--- src/rtl/bounding_box.sv ---
// Raster-scans a WIDTH x HEIGHT image from a synchronous-read RAM and reports the
// bounding box of foreground pixels. Define BOUNDINGBOX_THRESHOLD_EN for a threshold test.
module bounding_box #(
  parameter int          WIDTH     = 160,
  parameter int          HEIGHT    = 120,
  parameter logic [23:0] BASE_ADDR = 24'h0,
  parameter logic [15:0] THRESH    = 16'h0001
) (
  input  logic        clk,
  input  logic        rst_n,
  input  logic        start,
  output logic        done,
  input  logic [15:0] rddata,
  output logic [23:0] addr,
  output logic [10:0] xMin,
  output logic [10:0] xMax,
  output logic [10:0] yMin,
  output logic [10:0] yMax
);

  localparam logic [10:0] LAST_X  = 11'(WIDTH - 1);
  localparam logic [10:0] LAST_Y  = 11'(HEIGHT - 1);
  localparam logic [23:0] WIDTH24 = 24'(WIDTH);

  typedef enum logic [1:0] {IDLE, SCAN, DRAIN, DONE} state_t;

  state_t      state_reg;
  logic [10:0] x_reg, y_reg;
  logic [10:0] px_reg, py_reg;
  logic        pvalid_reg;
  logic [10:0] run_x_min_reg, run_x_max_reg, run_y_min_reg, run_y_max_reg;

  logic        is_fg;
  logic        hit;
  logic        last;
  logic [10:0] x_next, y_next;
  logic [23:0] addr_next;
  logic [10:0] x_min_upd, x_max_upd, y_min_upd, y_max_upd;

`ifdef BOUNDINGBOX_THRESHOLD_EN
  assign is_fg = (rddata >= THRESH);
`else
  assign is_fg = |rddata;
`endif

  // rddata belongs to the pixel whose coordinates were latched into px/py one edge ago
  assign hit  = pvalid_reg & is_fg;
  assign last = (x_reg == LAST_X) && (y_reg == LAST_Y);

  always_comb begin
    x_next = x_reg + 11'd1;
    y_next = y_reg;
    if (x_reg == LAST_X) begin
      x_next = 11'd0;
      y_next = y_reg + 11'd1;
    end
    addr_next = BASE_ADDR + ({13'd0, y_next} * WIDTH24) + {13'd0, x_next};
  end

  always_comb begin
    x_min_upd = run_x_min_reg;
    x_max_upd = run_x_max_reg;
    y_min_upd = run_y_min_reg;
    y_max_upd = run_y_max_reg;
    if (hit) begin
      if (px_reg < run_x_min_reg) x_min_upd = px_reg;
      if (px_reg > run_x_max_reg) x_max_upd = px_reg;
      if (py_reg < run_y_min_reg) y_min_upd = py_reg;
      if (py_reg > run_y_max_reg) y_max_upd = py_reg;
    end
  end

  always_ff @(posedge clk) begin
    if (!rst_n) begin
      state_reg     <= IDLE;
      done          <= 1'b0;
      addr          <= BASE_ADDR;
      x_reg         <= 11'd0;
      y_reg         <= 11'd0;
      px_reg        <= 11'd0;
      py_reg        <= 11'd0;
      pvalid_reg    <= 1'b0;
      run_x_min_reg <= 11'h7FF;
      run_x_max_reg <= 11'd0;
      run_y_min_reg <= 11'h7FF;
      run_y_max_reg <= 11'd0;
      xMin          <= 11'h7FF;
      xMax          <= 11'd0;
      yMin          <= 11'h7FF;
      yMax          <= 11'd0;
    end else begin
      case (state_reg)
        IDLE, DONE: begin
          if (start) begin
            state_reg     <= SCAN;
            done          <= 1'b0;
            addr          <= BASE_ADDR;
            x_reg         <= 11'd0;
            y_reg         <= 11'd0;
            pvalid_reg    <= 1'b0;
            run_x_min_reg <= 11'h7FF;
            run_x_max_reg <= 11'd0;
            run_y_min_reg <= 11'h7FF;
            run_y_max_reg <= 11'd0;
          end
        end
        SCAN: begin
          run_x_min_reg <= x_min_upd;
          run_x_max_reg <= x_max_upd;
          run_y_min_reg <= y_min_upd;
          run_y_max_reg <= y_max_upd;
          px_reg        <= x_reg;
          py_reg        <= y_reg;
          pvalid_reg    <= 1'b1;
          if (last) begin
            state_reg <= DRAIN;
          end else begin
            x_reg <= x_next;
            y_reg <= y_next;
            addr  <= addr_next;
          end
        end
        DRAIN: begin
          // Outputs take the last pixel's contribution directly from the update logic
          run_x_min_reg <= x_min_upd;
          run_x_max_reg <= x_max_upd;
          run_y_min_reg <= y_min_upd;
          run_y_max_reg <= y_max_upd;
          xMin          <= x_min_upd;
          xMax          <= x_max_upd;
          yMin          <= y_min_upd;
          yMax          <= y_max_upd;
          pvalid_reg    <= 1'b0;
          done          <= 1'b1;
          state_reg     <= DONE;
        end
        default: state_reg <= IDLE;
      endcase
    end
  end

endmodule

--- config.mk ---
export PLATFORM = sky130hd
export DESIGN_NAME = bounding_box
export DESIGN_NICKNAME = d
export VERILOG_FILES = /design/src/rtl/bounding_box.sv
export SDC_FILE = /design/constraint.sdc
export NUM_CORES = 1
export LEC_CHECK = 0
export BUFFER_PORTS_ARGS = -buffer_cell sky130_fd_sc_hd__buf_4
export CAP_MARGIN = 10
export CELL_PAD_IN_SITES_DETAIL_PLACEMENT = 1
export CELL_PAD_IN_SITES_GLOBAL_PLACEMENT = 1
export CORE_MARGIN = 2
export CORE_UTILIZATION = 40
export CTS_CLUSTER_DIAMETER = 120
export DETAILED_ROUTE_END_ITERATION = 16
export GPL_TIMING_DRIVEN = 0
export PLACE_DENSITY = 0.78
export SETUP_SLACK_MARGIN = 0.15
export SYNTH_ARGS = -nofsm -noshare
export SYNTH_HDL_FRONTEND = slang
export SYNTH_SLANG_ARGS = --single-unit
--- constraint.sdc ---
create_clock -name clk -period 12.4 [get_ports clk]
set_clock_uncertainty 0.05 [all_clocks]
set_input_delay 0.62 -clock clk [delete_from_list [all_inputs] [get_ports clk]]
set_output_delay 0.62 -clock clk [all_outputs]
set_load 0.02 [all_outputs]
### Word level (Yosys, flattened, before mapping)

Cells that the tools add are included.

* input bits: 19
* output and inout bits: 69
* flip-flop bits (word level): 160
* word-level logic and storage cells: 72

* mux-type cells: 29
* equal/unequal tests: 8
* multiply operators: 1
* add/sub/neg operators: 3
* reductions and logical operators: 10
* bitwise operators: 1
* magnitude comparators: 4

Operators with widths (number)
* two-way mux 11 bit: 14
* case mux 11 bit (2 select lines): 6
* two-way mux 24 bit: 2
* case mux 24 bit (2 select lines): 1
* adder 11 x 1 -> 11 bit, second input constant: 2
* greater-than comparator 11 bit: 2
* < comparator 11 bit: 2
* adder 19 x 11 -> 20 bit: 1
* OR reduction 16 bit: 1
* multiplier 11 x 3 -> 14 bit, second input constant: 1
* == test 11 x 7 -> 1 bit, second input constant: 1
* == test 11 x 8 -> 1 bit, second input constant: 1
* inequality test 2 bit, second input constant: 3
* case mux 2 bit (3 select lines): 1
* == test 2 bit, second input constant: 2
* two-way mux 2 bit: 2
* AND reduction 2 bit: 2
* nonzero test 2 bit: 2
* OR reduction 2 bit: 2
* case mux 1 bit (3 select lines): 1
* AND reduction 3 bit: 1
* == test 2 x 1 -> 1 bit, second input constant: 1
* logical NOT 2 bit: 1
* case mux 1 bit (2 select lines): 1
* other kinds (3): 3

### Depth between registers and ports, before layout

Gate-level depths: netlist (run 1).

* word-level depth: 6
* gate-level depth with buffers: 17
* depth with buffers taken out: 16

### Worst setup path after synthesis (run 1)

No wires, ideal clock.

* kind: register -> register
* start point: reg x_reg[5]
* end point: reg addr[17]
* clock period less this slack: 4.382 ns
* library setup time: 0.122 ns
* setup slack: 8.018 ns
* required time: 12.228 ns
* cell stages (with the launch flop): 15
* buffers on the path: 0
* arrival: 4.211 ns
* cells stage by stage: dfxtp_1 or4_4 nor4_4 nand4_2 xnor2_1 ha_1 ha_1 fa_1 a211o_1 a2111o_1 o311ai_0 nand3_1 nor4bb_1 xnor2_1 o21ai_0

* cells in the longest elaborated chain, start to end: 6
* elaborated cells on any way between the ends: 11
* classes of those cells: 2 x add/sub; 1 x mul; 2 x eq/ne; 4 x mux; 2 x reduce/logical

RTL lines
* start, declared: line 28 `logic [10:0] x_reg, y_reg;`
* start signal, assigned: line 118 `x_reg <= x_next;`
* == test 11 x 8 -> 1 bit: line 48, 53
* two-way mux 11 bit: line 53 `if (x_reg == LAST_X) begin`
* multiplier 11 x 3 -> 14 bit: line 57 `addr_next = BASE_ADDR + ({13'd0, y_next} * WIDTH24) + {13'd0, x_next};`
* adder 19 x 11 -> 20 bit: line 57
* two-way mux 24 bit: line 115 `if (last) begin`
* case mux 24 bit (2 select lines): line 92 `case (state_reg)`
* end signal, assigned: line 120 `addr <= addr_next;`
* end, declared: line 14 `output logic [23:0] addr,`

Parallel ways exist; a longest one is shown, timed or not. The select of a mux whose other input is x is not followed.
A chain may end at the register's enable or synchronous reset.

### Worst setup path in the final report (run 1)

* start point: reg x_reg[0]
* end point: reg addr[17]

Same word-level chain as after synthesis.

==> results.toml, run 1 <==
[run_status]
status = "finished clean"

[sta]
slew-limit-headroom_pct = 30.05
hold_viol = 0
fmax_mhz = 194.6
timing.hold.ws_ps = 421.0
fin_ws_ps = 7262
fin_crit_sh_pct = 41.44
finalSetupViolations = 0
tightest_slew_ps = 1041
drv_slew = 0
tns_ps = 0
rsz0062_at_grt = "false"
period_minus_slack_ps = 5138

[logic_synthesis]
yosysWarnings = 0
yosysSeqAreaShare_pct = 36.01
syn-cell-area_um2 = 8396
synth.most_common_cell = "dfxtp_1"
yosysTopAreaCellShare_pct = 36.01
synth_top_cells_by_area = "dfxtp_1, ha_1, mux2i_1"
synth_cells = 936
syn_avg_cell_area_um2 = 8.970
ys_ff_latch = 151
synth_commonest_cells = "dfxtp_1, nor2_1, ha_1, a21oi_1, o21ai_0"
async_flop_share_pct = 0
ys.flop_type = "dfxtp_1"
synth-edff-count = 0
yosys.cell_types.count = 62
yosysTopAreaCell = "dfxtp_1"

[route]
vias = 7409
drtPass1Iterations = 5
remaining_drc_errors = 0
detail-route-antenna-nets = 0
drt-initial-drc-count = 340
routedWlPerCell_um = 18.64
vias_per_cell = 5.604
routed_wl_um = 24640

[place]
gp_congestion = 0.7991
placedCellCount = 1292
port_buffers = 83
dpl.hpwl_um = 17900
dp_slack_ps = 7221

[clock_network]
ctsHtreeMaxLevel = 4
cts_sinks = 151
cts_buffer_depth = 2
cts_buffers = 17
clk_pin_slew_ps = 60
hold_buffers = 0
cts_tree = "done"
cts-root-buf = "clkbuf_16"
post_cts_resized = 0
cts_setup_buffers = 0
insertion_delay_ps = 430

[final_layout]
multi_input_area_um2 = 4868
antenna_cells = 0
nFillCells = 2435
layout.nets = 1131
area_growth_pct = 18.63
largest_register = "addr"
utilization_pct = 48.75
drive_above_1_share_pct = 13.40
fin_cells = 1322
register_area_um2 = 3023
largest_register_ffs = 15

[critical_path]
start_kind = "flip-flop"
crit_fanout = 10
r2r_slack_ps = 7260
end_kind = "flip-flop"
crit_type = "flip-flop to flip-flop"
cp.required_ps = 12660
crit_arrival_ps = 5390

[pwr]
power_frac_comb_pct = 28.3
p_leak_nw = 4.505
seq_power_share_pct = 37.3
ir_worst_vdd_v = 0.00009055
clockPowerShare_pct = 34.4
internal_power_mw = 1.002
netSwitchingFraction_pct = 34.81
p_switching_mw = 0.5349
p_per_area_nw_per_um2 = 154.3

[global_route]
grt-busiest-layer = "met2"
overflow = 0
antenna_found_initial = 0
grt.met3_usage_pct = 3.456
grtUsageMet1_pct = 27.90
track_usage_pct = 22.91
grt_use_met2_pct = 42.15
grt_max_degree = 17
grt_pass1_wl_um = 40590
grt_pass1_vias = 7835

[floorplanning]
die-area_um2 = 22160
core_um2 = 20430
die_h_um = 148.9
pin_count = 88
fp-row-count = 52
initial_utilization_pct = 41.10
die_x_um = 148.9

[flow_run]
cap_violations = 0

[min_path]
min_path_type = "flip-flop to flip-flop"
cells by family (layout without fill, tap and decap cells):
logic type               after synthesis  in the layout  share of synthesized area [%]
AND/OR/NAND/NOR                      259            259                          17.73
AO/OA/AOI/OAI                        258            258                          20.43
flip-flops                           151            151                          36.01
buffers and inverters                118            231                          6.214
adder cells (fa/ha/maj)               71             71                          10.76
multiplexers                          45             45                          5.365
XOR/XNOR                              33             33                          3.443
other                                  1              4                        0.04467
power groups by stage:
stage          clock network, mW  registers (mW)  logic (mW)
2_1_floorplan                  0           0.610       0.238
3_3_place_gp                   0           0.580       0.425
3_5_place_dp                   0           0.582       0.434
4_1_cts                    0.537           0.572       0.438
5_1_grt                    0.556           0.578       0.474
6_report                   0.528           0.573       0.435
area by class of cell:
cell class | count | share of cell area [%]
multi-input combinational | 670 | 48.88
sequential | 151 | 30.35
timing repair buffer | 83 | 6.256
clock buffer | 19 | 4.347
tap | 270 | 3.392
buffer | 66 | 3.279
inverter | 52 | 1.960
clock inverter | 11 | 1.533
critical path, cell delays in order, from the launching register on:
cell	delay, ps
dfxtp_1	500
ha_1	260
nand3_1	200
nor4_4	640
nand4_2	290
xnor2_1	320
ha_1	280
ha_1	250
fa_1	430
a211o_1	330
a2111o_1	380
o311ai_0	200
nand3_1	240
nor4bb_1	390
xnor2_1	160
o21ai_0	100
placed cells by master (no fill, tap or decap), types with 5 or more instances in the layout:
cell / count
a211oi_1: 28
a21o_1: 16
a21oi_1: 68
a22o_1: 20
a22oi_1: 11
a31oi_1: 7
and2_1: 5
and3_1: 7
and4b_1: 20
buf_1: 8
buf_4: 93
buf_6: 5
clkbuf_1: 42
clkbuf_16: 17
dfxtp_1: 151
ha_1: 69
inv_1: 51
mux2i_1: 45
nand2_1: 34
nand3_1: 18
nand3b_1: 5
nand4_1: 11
nor2_1: 88
nor2b_1: 6
nor3_1: 11
nor4b_1: 23
o21a_1: 9
o21ai_0: 55
o22a_1: 22
xnor2_1: 18
xor2_1: 15
per-stage QoR:
stage               area, um2  total power, mW
floorplan                8407           0.8479
global placement         9368            1.005
detailed placement       9374            1.016
CTS                      9960            1.547
global route             9960            1.608
finish                   9960            1.536
layer usage:
| layer | vias to the layer above | routed length [um] |
|---|---|---|
| li1 | 3629 | - |
| met1 | 3636 | 11170 |
| met2 | 113 | 12470 |
| met3 | 31 | 643 |
| met4 | 0 | 358 |
| met5 | - | 0 |
path summary, 6_finish.rpt:
kind                 start        to  cells after the start
hold reg to reg   addr[15]  addr[15]                      2
hold / removal    addr[15]  addr[15]                      2
setup / recovery  x_reg[0]  addr[17]                     15
setup reg to reg  x_reg[0]  addr[17]                     15
(Power assumes the default switching activity.)
==> run 2: changes to the inputs <==
--- a/config.mk
+++ b/config.mk
@@ -5,16 +5,17 @@
 export SDC_FILE = /design/constraint.sdc
 export NUM_CORES = 1
 export LEC_CHECK = 0
+export ABC_AREA = 1
 export BUFFER_PORTS_ARGS = -buffer_cell sky130_fd_sc_hd__buf_4
 export CAP_MARGIN = 10
 export CELL_PAD_IN_SITES_DETAIL_PLACEMENT = 1
 export CELL_PAD_IN_SITES_GLOBAL_PLACEMENT = 1
 export CORE_MARGIN = 2
-export CORE_UTILIZATION = 40
+export CORE_UTILIZATION = 39
 export CTS_CLUSTER_DIAMETER = 120
 export DETAILED_ROUTE_END_ITERATION = 16
 export GPL_TIMING_DRIVEN = 0
-export PLACE_DENSITY = 0.78
+export PLACE_DENSITY = 0.83
 export SETUP_SLACK_MARGIN = 0.15
 export SYNTH_ARGS = -nofsm -noshare
 export SYNTH_HDL_FRONTEND = slang
==> constraint.sdc (replaced) <==
create_clock -name clk -period 4.5 [get_ports clk]
set_clock_uncertainty 0.05 [all_clocks]
set_input_delay 0.225 -clock clk [delete_from_list [all_inputs] [get_ports clk]]
set_output_delay 0.225 -clock clk [all_outputs]
set_load 0.02 [all_outputs]
==> run 2 against run 1 <==
  * Final cell count rose by 31%
  * Worst hold slack lost 330 ps
  * First-iteration DRC count is 21% higher
  * Fmax up 24%
  * Clock power rose to 2.7 times the previous value
  * Highest routed layer unchanged
==> results.toml, run 2 <==
[place]
gp_congestion = 0.9052
dpl.hpwl_um = 22240
port_buffers = 82

[clock_network]
ctsHtreeMaxLevel = 4
cts_buffer_depth = 2
cts-root-buf = "clkbuf_16"
cts_sinks = 151
cts_tree = "done"
clk_pin_slew_ps = 70
insertion_delay_ps = 440
cts_buffers = 17

[sta]
hold_viol = 0
tightest_slew_ps = 811.8
period_minus_slack_ps = 4135
slew-limit-headroom_pct = 45.88
fin_crit_sh_pct = 91.89
finalSetupViolations = 0
drv_slew = 0
rsz0062_at_grt = "true"
tns_ps = 0
fmax_mhz = 241.8

[global_route]
overflow = 0
track_usage_pct = 24.63
grt_max_degree = 18
antenna_found_initial = 0
grt_pass1_vias = 9218
grt_pass1_wl_um = 47110

[critical_path]
end_kind = "flip-flop"
crit_arrival_ps = 4370
cp_slowest_stage_delay_ps = 380
r2r_slack_ps = 370
cp.required_ps = 4740
crit_fanout = 6
start_kind = "flip-flop"
crit_type = "flip-flop to flip-flop"
slowest_stage = "dfxtp_4"

[final_layout]
multi_input_area_um2 = 4987
nFillCells = 2980
largest_register = "addr"
area_growth_pct = 18.47
layout.nets = 1522
final_common_cell = "nand2_1"
register_area_um2 = 3030
utilization_pct = 46.82
antenna_cells = 0
largest_register_ffs = 15
drive_above_1_share_pct = 12.25
layout_common_cells = "nand2_1, inv_1, dfxtp_1"

[logic_synthesis]
yosys.cell_types.count = 45
syn-cell-area_um2 = 8894
synth.most_common_cell = "nand2_1"
ys.flop_type = "dfxtp_1"
yosysSeqAreaShare_pct = 33.99
yosysTopAreaCell = "dfxtp_1"
async_flop_share_pct = 0
yosysTopAreaCellShare_pct = 33.99
synth_cells = 1323
synth_top_cells_by_area = "dfxtp_1, nand2_1, ha_1"
synth-edff-count = 0
syn_avg_cell_area_um2 = 6.722
synth_commonest_cells = "nand2_1, inv_1, dfxtp_1, a21oi_1, nand3_1"
ys_ff_latch = 151
yosysWarnings = 0

[run_status]
status = "finished clean"

[route]
routed_wl_um = 29100
drt-initial-drc-count = 411
detail-route-antenna-nets = 0
vias = 9093
remaining_drc_errors = 0
routedWlPerCell_um = 16.82
vias_per_cell = 5.256
drtPass1Iterations = 5

[floorplanning]
fp-row-count = 55
core_um2 = 22500
die_x_um = 155.0
initial_utilization_pct = 39.52
die-area_um2 = 24030
die_h_um = 155.0
pin_count = 88

[pwr]
ir_worst_vdd_v = 0.0002914
p_leak_nw = 5.055
p_per_area_nw_per_um2 = 633.8

[min_path]
min_path_type = "input port to flip-flop"

[flow_run]
cap_violations = 0
==> run 2: cell types whose count changed after synthesis, moves of 26 or more <==
cell and delta:
nand2_1 +380, inv_1 +101, a211oi_1 -26, mux2i_1 -45, nand3_1 +64, a21oi_1 +67
==> run 2: worst paths after layout <==
path / from / endpoint / depth (start not counted)
worst max-delay path: x_reg[0] / addr[15] / 25
worst min-delay path: start / done / 4
worst max register to register: x_reg[0] / addr[15] / 25
worst min register to register: addr[19] / addr[19] / 2
==> run 2: final cells by class <==
| class | count | share of cell area, % |
|---|---|---|
| well taps | 285 | 3.384 |
| clock inverters | 15 | 1.425 |
| repair buffers | 87 | 6.199 |
| plain buffers | 67 | 3.064 |
| multi-input cells | 946 | 47.33 |
| inverters | 162 | 5.795 |
| flip-flops and latches | 151 | 28.76 |
| clock buffers | 17 | 4.038 |
==> run 2: cell families (layout without fill, tap and decap cells) <==
kind of cell	after synthesis	after routing	share of synthesized area (%)
simple gates	603	603	28.19
buf+inv	229	348	10.50
compound gates	251	251	15.45
fa+ha+maj	71	71	10.16
flops	151	151	33.99
xor+xnor	17	17	1.674
other cells	1	4	0.04217
==> run 2: worst max-delay path, delay by kind of cell (launching register included) <==
family                     cells  cell delay, ps
AOI/OAI and AO/OA              1              60
xor gates and xnor gates       2             370
adders and majority gates      5            1400
buffers and inverters          4             340
DFF                            1             380
and+or+nand+nor               13            1390
==> run 2: stage by stage <==
stage	hold WS (ps)	setup WS, ps	total power, mW	cells	cell area [um2]
3_3_place_gp	390.8	98.32	5.110	1693	9877
6_report	89.19	365.0	6.678	1730	10540
5_1_grt	115.5	94.66	7.171	1730	10540
4_1_cts	76.28	173.2	6.694	1728	10480
2_1_floorplan	375.1	619.1	4.098	1326	8905
3_5_place_dp	393.5	-25.92	5.226	1693	9877
==> run 2: metal layers <==
metal / part of all wire (%) / GRT usage (%)
met5: 0 / 0
met4: 2.7 / 8.377
met3: 4.0 / 3.287
met2: 49 / 44.11
met1: 44 / 30.39
==> run 2: repair_timing <==
item,in CTS,in global routing
buffers inserted,3,2
endpoints found under the setup margin,6,7
pin swaps,2,0
resized for setup,3,11
hold buffers,0,0
==> run 2: power breakdown <==
part           internal, mW  leakage (nW)  switching, mW
Sequential             1.66          1.23          0.266
Combinational          1.08          3.55           2.25
Clock                 0.740         0.275          0.691
Total                  3.47          5.06           3.21
